File: src/rtl/alu_arb_pkg.sv
// Shared constants for the ALU issue arbiter: opcodes, counter widths,
// and the tag-width helper.
package alu_arb_pkg;

   localparam logic [2:0] OP_ADD  = 3'd0;
   localparam logic [2:0] OP_SUB  = 3'd1;
   localparam logic [2:0] OP_AND  = 3'd2;
   localparam logic [2:0] OP_OR   = 3'd3;
   localparam logic [2:0] OP_XOR  = 3'd4;
   localparam logic [2:0] OP_SHL  = 3'd5;
   localparam logic [2:0] OP_SHR  = 3'd6;
   localparam logic [2:0] OP_PASS = 3'd7;

   localparam int CNT_W  = 3;
   localparam int STAT_W = 16;

   // Tag width; never below one bit so a 1-wide tag still exists.
   function automatic int clog2(input int n);
      int r;
      r = 0;
      while ((1 << r) < n) r++;
      if (r == 0) r = 1;
      return r;
   endfunction

endpackage

File: src/rtl/rr_pick.sv
// Combinational round-robin selector: first set bit of req searching
// from ptr+1 upward, modulo NREQ.
module rr_pick
   import alu_arb_pkg::*;
#(
   parameter int NREQ = 4,
   localparam int TW = clog2(NREQ)
) (
   input  logic [NREQ-1:0] req,
   input  logic [TW-1:0]   ptr,
   output logic [NREQ-1:0] gnt,
   output logic [TW-1:0]   idx,
   output logic            any
);

   logic [TW-1:0] pos;

   always_comb begin
      gnt = '0;
      idx = '0;
      any = 1'b0;
      pos = '0;
      for (int k = 1; k <= NREQ; k++) begin
         pos = TW'((int'(ptr) + k) % NREQ);
         if (!any && req[pos]) begin
            any      = 1'b1;
            gnt[pos] = 1'b1;
            idx      = pos;
         end
      end
   end

endmodule

File: src/rtl/alu_issue_arbiter.sv
// Round-robin issue of NREQ requesters onto one pipelined ALU, with
// result routing via a tag shadow pipe. ALU_ARB_STATS_EN adds counters.
module alu_issue_arbiter
   import alu_arb_pkg::*;
#(
   parameter int NREQ    = 4,
   parameter int ALU_LAT = 3,
   parameter int MAX_OUT = 2
) (
   input  logic              clk,
   input  logic              reset,
   input  logic [NREQ-1:0]   req_valid,
   output logic [NREQ-1:0]   req_ready,
   input  logic [3*NREQ-1:0] req_op,
   input  logic [8*NREQ-1:0] req_a,
   input  logic [8*NREQ-1:0] req_b,
   output logic              alu_valid,
   output logic [2:0]        alu_op,
   output logic [7:0]        alu_a,
   output logic [7:0]        alu_b,
   input  logic [7:0]        alu_result,
   output logic [NREQ-1:0]   rsp_valid,
`ifdef ALU_ARB_STATS_EN
   output logic [16*NREQ-1:0] stat_grants,
   output logic [15:0]        stat_idle,
`endif
   output logic [7:0]        rsp_data
);

   localparam int TW = clog2(NREQ);

   logic [NREQ-1:0] elig;
   logic [NREQ-1:0] gnt;
   logic [TW-1:0]   gnt_idx;
   logic            gnt_any;

   logic [2:0] op_arr [NREQ];
   logic [7:0] a_arr  [NREQ];
   logic [7:0] b_arr  [NREQ];

   logic [TW-1:0]    ptr_q, ptr_d;
   logic [CNT_W-1:0] out_cnt_q [NREQ];
   logic [CNT_W-1:0] out_cnt_d [NREQ];

   logic             alu_valid_q, alu_valid_d;
   logic [2:0]       alu_op_q, alu_op_d;
   logic [7:0]       alu_a_q, alu_a_d;
   logic [7:0]       alu_b_q, alu_b_d;
   logic [TW-1:0]    alu_tag_q, alu_tag_d;

   logic             sh_vld_q [ALU_LAT];
   logic             sh_vld_d [ALU_LAT];
   logic [TW-1:0]    sh_tag_q [ALU_LAT];
   logic [TW-1:0]    sh_tag_d [ALU_LAT];

   logic [NREQ-1:0]  rsp_valid_q, rsp_valid_d;
   logic [7:0]       rsp_data_q, rsp_data_d;

   // Reset masks eligibility so no handshake can occur while in reset.
   always_comb begin
      elig = '0;
      for (int i = 0; i < NREQ; i++) begin
         elig[i] = !reset && req_valid[i]
                   && (out_cnt_q[i] != CNT_W'(MAX_OUT));
         op_arr[i] = req_op[3*i +: 3];
         a_arr[i]  = req_a[8*i +: 8];
         b_arr[i]  = req_b[8*i +: 8];
      end
   end

   rr_pick #(
      .NREQ (NREQ)
   ) u_pick (
      .req (elig),
      .ptr (ptr_q),
      .gnt (gnt),
      .idx (gnt_idx),
      .any (gnt_any)
   );

   assign req_ready = gnt;

   always_comb begin
      ptr_d       = ptr_q;
      alu_valid_d = gnt_any;
      alu_op_d    = alu_op_q;
      alu_a_d     = alu_a_q;
      alu_b_d     = alu_b_q;
      alu_tag_d   = alu_tag_q;
      rsp_valid_d = '0;
      rsp_data_d  = rsp_data_q;
      if (gnt_any) begin
         ptr_d     = gnt_idx;
         alu_op_d  = op_arr[gnt_idx];
         alu_a_d   = a_arr[gnt_idx];
         alu_b_d   = b_arr[gnt_idx];
         alu_tag_d = gnt_idx;
      end
      sh_vld_d[0] = alu_valid_q;
      sh_tag_d[0] = alu_tag_q;
      for (int s = 1; s < ALU_LAT; s++) begin
         sh_vld_d[s] = sh_vld_q[s-1];
         sh_tag_d[s] = sh_tag_q[s-1];
      end
      if (sh_vld_q[ALU_LAT-1]) begin
         rsp_valid_d[sh_tag_q[ALU_LAT-1]] = 1'b1;
         rsp_data_d = alu_result;
      end
      // A slot is released once its response has been presented.
      for (int i = 0; i < NREQ; i++) begin
         out_cnt_d[i] = out_cnt_q[i] + CNT_W'(gnt[i])
                        - CNT_W'(rsp_valid_q[i]);
      end
   end

   always_ff @(posedge clk) begin
      if (reset) begin
         ptr_q       <= TW'(NREQ-1);
         alu_valid_q <= 1'b0;
         alu_op_q    <= '0;
         alu_a_q     <= '0;
         alu_b_q     <= '0;
         alu_tag_q   <= '0;
         rsp_valid_q <= '0;
         rsp_data_q  <= '0;
         for (int i = 0; i < NREQ; i++) out_cnt_q[i] <= '0;
         for (int s = 0; s < ALU_LAT; s++) begin
            sh_vld_q[s] <= 1'b0;
            sh_tag_q[s] <= '0;
         end
      end else begin
         ptr_q       <= ptr_d;
         alu_valid_q <= alu_valid_d;
         alu_op_q    <= alu_op_d;
         alu_a_q     <= alu_a_d;
         alu_b_q     <= alu_b_d;
         alu_tag_q   <= alu_tag_d;
         rsp_valid_q <= rsp_valid_d;
         rsp_data_q  <= rsp_data_d;
         for (int i = 0; i < NREQ; i++) out_cnt_q[i] <= out_cnt_d[i];
         for (int s = 0; s < ALU_LAT; s++) begin
            sh_vld_q[s] <= sh_vld_d[s];
            sh_tag_q[s] <= sh_tag_d[s];
         end
      end
   end

   assign alu_valid = alu_valid_q;
   assign alu_op    = alu_op_q;
   assign alu_a     = alu_a_q;
   assign alu_b     = alu_b_q;
   assign rsp_valid = rsp_valid_q;
   assign rsp_data  = rsp_data_q;

`ifdef ALU_ARB_STATS_EN
   logic [STAT_W-1:0] stat_grants_q [NREQ];
   logic [STAT_W-1:0] stat_grants_d [NREQ];
   logic [STAT_W-1:0] stat_idle_q, stat_idle_d;

   always_comb begin
      stat_idle_d = stat_idle_q;
      if (!alu_valid_q && stat_idle_q != '1)
         stat_idle_d = stat_idle_q + 1'b1;
      for (int i = 0; i < NREQ; i++) begin
         stat_grants_d[i] = stat_grants_q[i];
         if (gnt[i] && stat_grants_q[i] != '1)
            stat_grants_d[i] = stat_grants_q[i] + 1'b1;
         stat_grants[16*i +: 16] = stat_grants_q[i];
      end
   end

   always_ff @(posedge clk) begin
      if (reset) begin
         stat_idle_q <= '0;
         for (int i = 0; i < NREQ; i++) stat_grants_q[i] <= '0;
      end else begin
         stat_idle_q <= stat_idle_d;
         for (int i = 0; i < NREQ; i++) stat_grants_q[i] <= stat_grants_d[i];
      end
   end

   assign stat_idle = stat_idle_q;
`endif

endmodule

File: config.mk
export PLATFORM = sky130hd
export DESIGN_NAME = alu_issue_arbiter
export DESIGN_NICKNAME = d
export VERILOG_FILES = /design/src/rtl/alu_arb_pkg.sv /design/src/rtl/rr_pick.sv /design/src/rtl/alu_issue_arbiter.sv
export SDC_FILE = /design/constraint.sdc
export NUM_CORES = 1
export LEC_CHECK = 0
export ABC_CLOCK_PERIOD_IN_PS = 11100
export CAP_MARGIN = 10
export CORE_MARGIN = 2
export CORE_UTILIZATION = 30
export CTS_CLUSTER_SIZE = 24
export DETAILED_ROUTE_END_ITERATION = 6
export GPL_ROUTABILITY_DRIVEN = 0
export PLACE_DENSITY = 0.57
export SETUP_SLACK_MARGIN = 0.4
export SLEW_MARGIN = 20
export SYNTH_ARGS = -nofsm -noshare
export SYNTH_HDL_FRONTEND = slang
export SYNTH_SLANG_ARGS = --single-unit
File: constraint.sdc
create_clock -name clk -period 11.1 [get_ports clk]
set_clock_uncertainty 0.1 [all_clocks]
set_input_delay 2.22 -clock clk [delete_from_list [all_inputs] [get_ports clk]]
set_output_delay 2.22 -clock clk [all_outputs]
set_load 0.01 [all_outputs]
## Word level (Yosys, flattened, before mapping)

Memory sizes are Yosys's and may differ from the RTL's.
Index checks and enable logic that the tools add are counted.

- Mux-type cells: 52
- Equal/unequal tests: 4
- Bitwise logic cells: 15
- Add/subtract/negate cells: 12
- $lt $le $gt $ge: 11
- Reduce and logical (&&, ||, !) cells: 21

Operators with widths:

| operator | number |
|---|---|
| 8-bit binary-select mux with 2-bit select | 2 |
| 8-bit 2-to-1 mux | 4 |
| 1-bit 2-to-1 mux | 19 |
| 3-bit 2-to-1 mux | 6 |
| 1-bit logical AND | 16 |
| 4-bit 2-to-1 mux | 4 |
| 2-bit by 3-bit < comparator with 1-bit output (second input constant) | 5 |
| 2-bit 2-to-1 mux | 7 |
| 3-bit by 1-bit adder with 3-bit output | 4 |
| 3-bit by 2-bit != test with 1-bit output (second input constant) | 4 |
| 4-bit bitwise OR | 3 |
| 3-bit by 1-bit subtractor with 3-bit output | 4 |
| 1-bit demux with 2-bit select | 5 |
| 2-bit by 1-bit >= comparator with 1-bit output (second input constant) | 5 |
| 1-bit bitwise OR | 10 |
| 1-bit binary-select mux with 2-bit select | 4 |
| 3-bit binary-select mux with 2-bit select | 1 |
| 2-bit by 1-bit adder with 2-bit output (second input constant) | 2 |
| 2-bit adder (second input constant) | 2 |
| 1-bit logical NOT | 4 |
| 3-bit >= comparator (second input constant) | 1 |
| 2-bit inverter with 3-bit output | 1 |
| 2-bit OR reduction | 1 |
| 1-bit inverter | 1 |

- Bits in writable memories: 21
- Word-level logic and storage cells: 126
- Memories: 3
- Input port bits: 90
- Output and inout port bits: 36
- Register bits after elaboration: 36

Memory list:

| name | depth | bits a word | rd ports | clocked after Yosys merged registers in | write ports | RTL line | text |
|---|---|---|---|---|---|---|---|
| out_cnt_q | 4 | 3 | 4 | 0 | 4 | alu_issue_arbiter.sv:42 | `logic [CNT_W-1:0] out_cnt_q [NREQ];` |
| sh_tag_q | 3 | 2 | 3 | 0 | 3 | alu_issue_arbiter.sv:53 | `logic [TW-1:0] sh_tag_q [ALU_LAT];` |
| sh_vld_q | 3 | 1 | 3 | 0 | 3 | alu_issue_arbiter.sv:51 | `logic sh_vld_q [ALU_LAT];` |

## Logic depth before layout (Yosys ltp)

- Depth in word-level cells: 19
- Gate-level depth with buffers: 17
- Depth with buffers taken out: 14

## By module

Synthesis repeated with hierarchy kept, for this count alone.

- Cells, all modules: 326
- Area, all modules: 3368.2 um2

Modules (own cells, without submodules):

| module | area an instance (um2) | cells each | instances | sequential area each (um2) |
|---|---|---|---|---|
| alu_issue_arbiter | 2738.9 | 240 | 1 | 1141.1 |
| rr_pick | 629.4 | 86 | 1 | 0.0 |

## Least setup slack after synthesis

Ideal clock, no wire load.

- Path type: input to output
- Start: in reset
- End: out req_ready[0]
- Path buffers: 2
- Slack: 4.807 ns
- Required time: 8.780 ns
- Cell stages on the path: 7
- Data arrival time: 3.973 ns
- Cell sequence: clkbuf_1 -> and4b_1 -> a32o_1 -> or2_4 -> clkbuf_1 -> nor3_1 -> a221o_1

- Longest elaborated chain between the ends: 15
- Elaborated cells between the ends (all ways): 33
- Classes of those cells: mux: 15; bitwise: 3; reduce/logical: 15

Ends and longest elaborated chain:

| element | RTL line | text |
|---|---|---|
| from (decl) | alu_issue_arbiter.sv:11 | `input logic reset,` |
| 1-bit logical NOT * | alu_issue_arbiter.sv:63 | `elig[i] = !reset && req_valid[i]` |
| 1-bit logical AND | alu_issue_arbiter.sv:63 |  |
| 1-bit logical AND | alu_issue_arbiter.sv:64 | `&& (out_cnt_q[i] != CNT_W'(MAX_OUT));` |
| 1-bit binary-select mux with 2-bit select | rr_pick.sv:25 | `if (!any && req[pos]) begin` |
| 1-bit 2-to-1 mux (implied by the code) | rr_pick.sv:25 |  |
| 1-bit 2-to-1 mux | rr_pick.sv:25 |  |
| 1-bit logical NOT | rr_pick.sv:25 |  |
| 1-bit logical AND | rr_pick.sv:25 |  |
| 1-bit 2-to-1 mux | rr_pick.sv:25 |  |
| 1-bit logical NOT | rr_pick.sv:25 |  |
| 1-bit logical AND | rr_pick.sv:25 |  |
| 1-bit 2-to-1 mux | rr_pick.sv:25 |  |
| 1-bit logical NOT | rr_pick.sv:25 |  |
| 1-bit logical AND | rr_pick.sv:25 |  |
| 4-bit 2-to-1 mux * | rr_pick.sv:25 |  |
| to (decl) | alu_issue_arbiter.sv:13 | `output logic [NREQ-1:0] req_ready,` |

Every way passes the cells marked *; elsewhere a longest branch is shown, timed or not. The select of a mux whose other input is x is not followed.

## Worst setup path after layout

- Start: in reset
- End: out req_ready[2]

Same word-level chain as after synthesis.

==> flow_summary.yaml <==
status:
  status: "finished clean"
global_routing:
  antenna_found_initial: 0
  grt-ovfl-total: 0
  grt_max_degree: 56
  grt_pass1_vias: 3063
  gr-usage-all-layers: 0.159
  grt_first_pass_wirelength_mm: 15.7
setup_path:
  arrival_ns: 5.00
  crit_required_ns: 8.78
  cp-startpoint: "reset"
  r2r_start: "ptr_q[0]"
  crit_chain: "buf_2, buf_4, clkinv_1, nand2_1, o21ai_2, nor3_1, a221o_1, clkdlybuf4s50_1"
  endpoint: "req_ready[2]"
  critPathTopFamily: "buffers and inverters"
  reg2reg_depth: 9
  cp.depth: 8
  crit_path_top_delay_cell: "clkdlybuf4s50_1"
  cp-start-kind: "primary input"
  max_stage_delay_ns: 0.56
  r2r_setup_slack_ns: 6.53
  cp-end-kind: "output pin"
  critPathBufInv: 4
  crit_fanout: 55
  crit_type: "in -> out"
  r2r_end: "alu_b[6]"
sta:
  finalHoldViolCount: 0
  period_minus_slack_ns: 7.32
  finalSetupViolations: 0
  max_freq_ghz: 0.137
  tightest_slew_ns: 0.842
  max_slew_margin: 0.434
  worst_slack_ns: 3.78
  setup_tns_ns: 0
  rsz0062_at_grt: "no"
  slew_viol_final: 0
  timing.final.crit_share: 0.659
routing:
  drt_iter0_drc: 146
  firstDrtPassIters: 4
  drc_errors: 0
  via_count: 3053
  final_antenna_net_count: 0
  wl_per_cell_um: 15.5
  totalWireLength_mm: 9.59
  via_per_inst: 4.94
synthesis:
  synth_compound_area_frac: 0.231
  synth_commonest_cells: "57 x dfxtp_1, 33 x nor2_1, 27 x mux2i_1"
  yosysMostFrequentCell: "dfxtp_1"
  yosys_warnings: 0
  netlist_instances: 360
  synth_area_leaders: "dfxtp_1 33%, mux2i_1 7.9%, ha_1 5.5%"
  synthMuxAreaShare: 0.0793
  async_reset_ff_frac: 0
  yosysTopAreaCell: "dfxtp_1"
  synth-edff-count: 0
  synth_top_family_by_area: "compound AO/OA/AOI/OAI gates"
  synth-xor-area-share: 0.0206
  synth_area_mm2: 0.00341
  synthAdderAreaFrac: 0.0786
  ys.flop_type: "dfxtp_1"
  yosysTopAreaCellShare: 0.335
  avgSynthCellArea_um2: 9.47
  synth_seq_cells: 57
  synth_nets: 469
  synth_simple_gate_area_frac: 0.196
  yosysSeqAreaShare: 0.335
  yosys.cell_types.count: 59
place:
  io_buffers: 125
  pre_cts_ws_ns: 3.79
  placedInstanceArea_mm2: 0.00472
  dp_hpwl_mm: 6.98
floorplan:
  initial_core_util: 0.310
  rows: 38
  die_h_um: 111
  fp.coreArea_mm2: 0.0110
  boundaryPins: 126
  die_area_mm2: 0.0122
  die_w_um: 111
flow_run:
  cap_violations: 0
layout:
  multiInputGateArea_mm2: 0.00206
  area_growth_pct: 47.4
  insertedDiodeCount: 0
  n_fill_cell: 1056
  nets: 582
  fin_area_mm2: 0.00502
  layout-drive-gt1-share: 0.0816
  utilization: 0.457
  regArea_mm2: 0.00114
clock_tree:
  htree_levels: 3
  clk_path_buf_depth: 2
  clkTransAtPathRegs_ns: 0.05
  clock_latency_ns: 0.32
  holdBufCountCts: 0
  cts_resized: 0
  postCtsSetupBuffers: 0
  ctsRootBufferMaster: "clkbuf_16"
  tritoncts: "built"
  cts_buffers: 9
  cts.sinks: 57
power_and_ir_drop:
  intPower_uw: 794
  leakage_nw: 1.93
  pwr-share-clk: 0.185
  seqPwrFrac: 0.224
  switching_share: 0.428
  switchingPower_uw: 593
  vdd_drop_max_v: 0.000124
  power_frac_comb: 0.591
  powerDensity_mw_per_mm2: 276
worst_hold_path:
  hold_path_class: "reg -> reg"
  holdPathStages: 1
==> kinds of logic (layout without fill, tap and decap cells) <==
family | Yosys count | after routing
AND/OR/NAND/NOR | 114 | 114
AO/OA/AOI/OAI | 89 | 89
flip-flops | 57 | 57
buffers and inverters | 46 | 164
multiplexers | 27 | 27
adder cells (fa/ha/maj) | 19 | 19
XOR/XNOR | 8 | 8
==> power by group through the flow <==
stage	Sequential, mW	Clock [mW]	Combinational, mW
global placement	0.313	0	0.797
CTS	0.311	0.264	0.808
global route	0.320	0.273	0.901
floorplan	0.314	0	0.581
finish	0.311	0.256	0.820
detailed placement	0.314	0	0.804
==> worst min path at each step <==
| stage | start | to | slack [ns] |
|---|---|---|---|
| 2_1_floorplan | sh_tag_q[0][0] | sh_tag_q[0][2] | 0.31 |
| 3_3_place_gp | sh_vld_q[0][1] | sh_vld_q[0][2] | 0.32 |
| 3_5_place_dp | sh_tag_q[0][0] | sh_tag_q[0][2] | 0.33 |
| 4_1_cts | sh_tag_q[0][0] | sh_tag_q[0][2] | 0.34 |
| 5_1_grt | sh_tag_q[0][2] | sh_tag_q[0][4] | 0.36 |
| 6_report | sh_tag_q[0][0] | sh_tag_q[0][2] | 0.34 |
==> worst reg2reg max path, stage by stage, from the launching register on <==
cell       delay (ns)
dfxtp_1          0.79
inv_1            0.40
ha_1             0.52
and2_1           0.21
a32oi_1          0.35
o21ai_2          0.23
nand3_1          0.15
o211a_1          0.66
and2_1           0.79
a2111oi_1        0.21
==> through the flow <==
stage                     hold WS (ns)  power, mW  std cells
final                            0.337       1.39        618
after global routing             0.357       1.49        618
after CTS                        0.343       1.38        617
after detailed placement         0.329       1.12        601
after global placement           0.321       1.11        601
after floorplan                  0.314      0.895        360
==> flip-flops by register name, indices dropped and copies added (netlist names) <==
register and cells:
sh_vld_q 3, out_cnt_q 12, alu_b 8, rsp_data 8
rsp_valid 4, alu_valid 1, alu_tag_q 2, alu_a 8
sh_tag_q 6, ptr_q 2, alu_op 3
==> cell type report <==
| type | instances | share of cell area |
|---|---|---|
| Tap cell | 140 | 0.0349 |
| Timing Repair Buffer | 128 | 0.257 |
| Sequential cell | 57 | 0.227 |
| Clock inverter | 7 | 0.0107 |
| Multi-Input combinational cell | 257 | 0.411 |
| Inverter | 20 | 0.0149 |
| Clock buffer | 9 | 0.0448 |
==> placed cells by master (no fill, tap or decap), drive strengths merged, types with 2 or more instances in the layout <==
master / count
a2111oi: 13
a211oi: 20
a21oi: 21
a221o: 4
a221oi: 2
a31oi: 3
a32o: 2
a32oi: 2
and2: 4
and3: 6
and3b: 2
buf: 4
clkbuf: 9
clkdlybuf4s50: 124
clkinv: 3
clkinvlp: 3
dfxtp: 57
fa: 4
ha: 15
inv: 21
mux2i: 27
nand2: 8
nand3: 9
nand3b: 6
nor2: 34
nor2b: 20
nor3: 2
nor3b: 14
nor4b: 2
o211a: 3
o21ai: 2
o21bai: 6
or3b: 4
xnor2: 7
==> metal layers <==
| metal | global-route usage | share of wire | up-vias |
|---|---|---|---|
| li1 | - | - | 1533 |
| met3 | 0.0488 | 0.058 | 15 |
| met2 | 0.265 | 0.49 | 83 |
| met1 | 0.192 | 0.43 | 1422 |
| met4 | 0.0592 | 0.021 | 0 |
| met5 | 0 | 0 | - |
(Power assumes the default switching activity.)
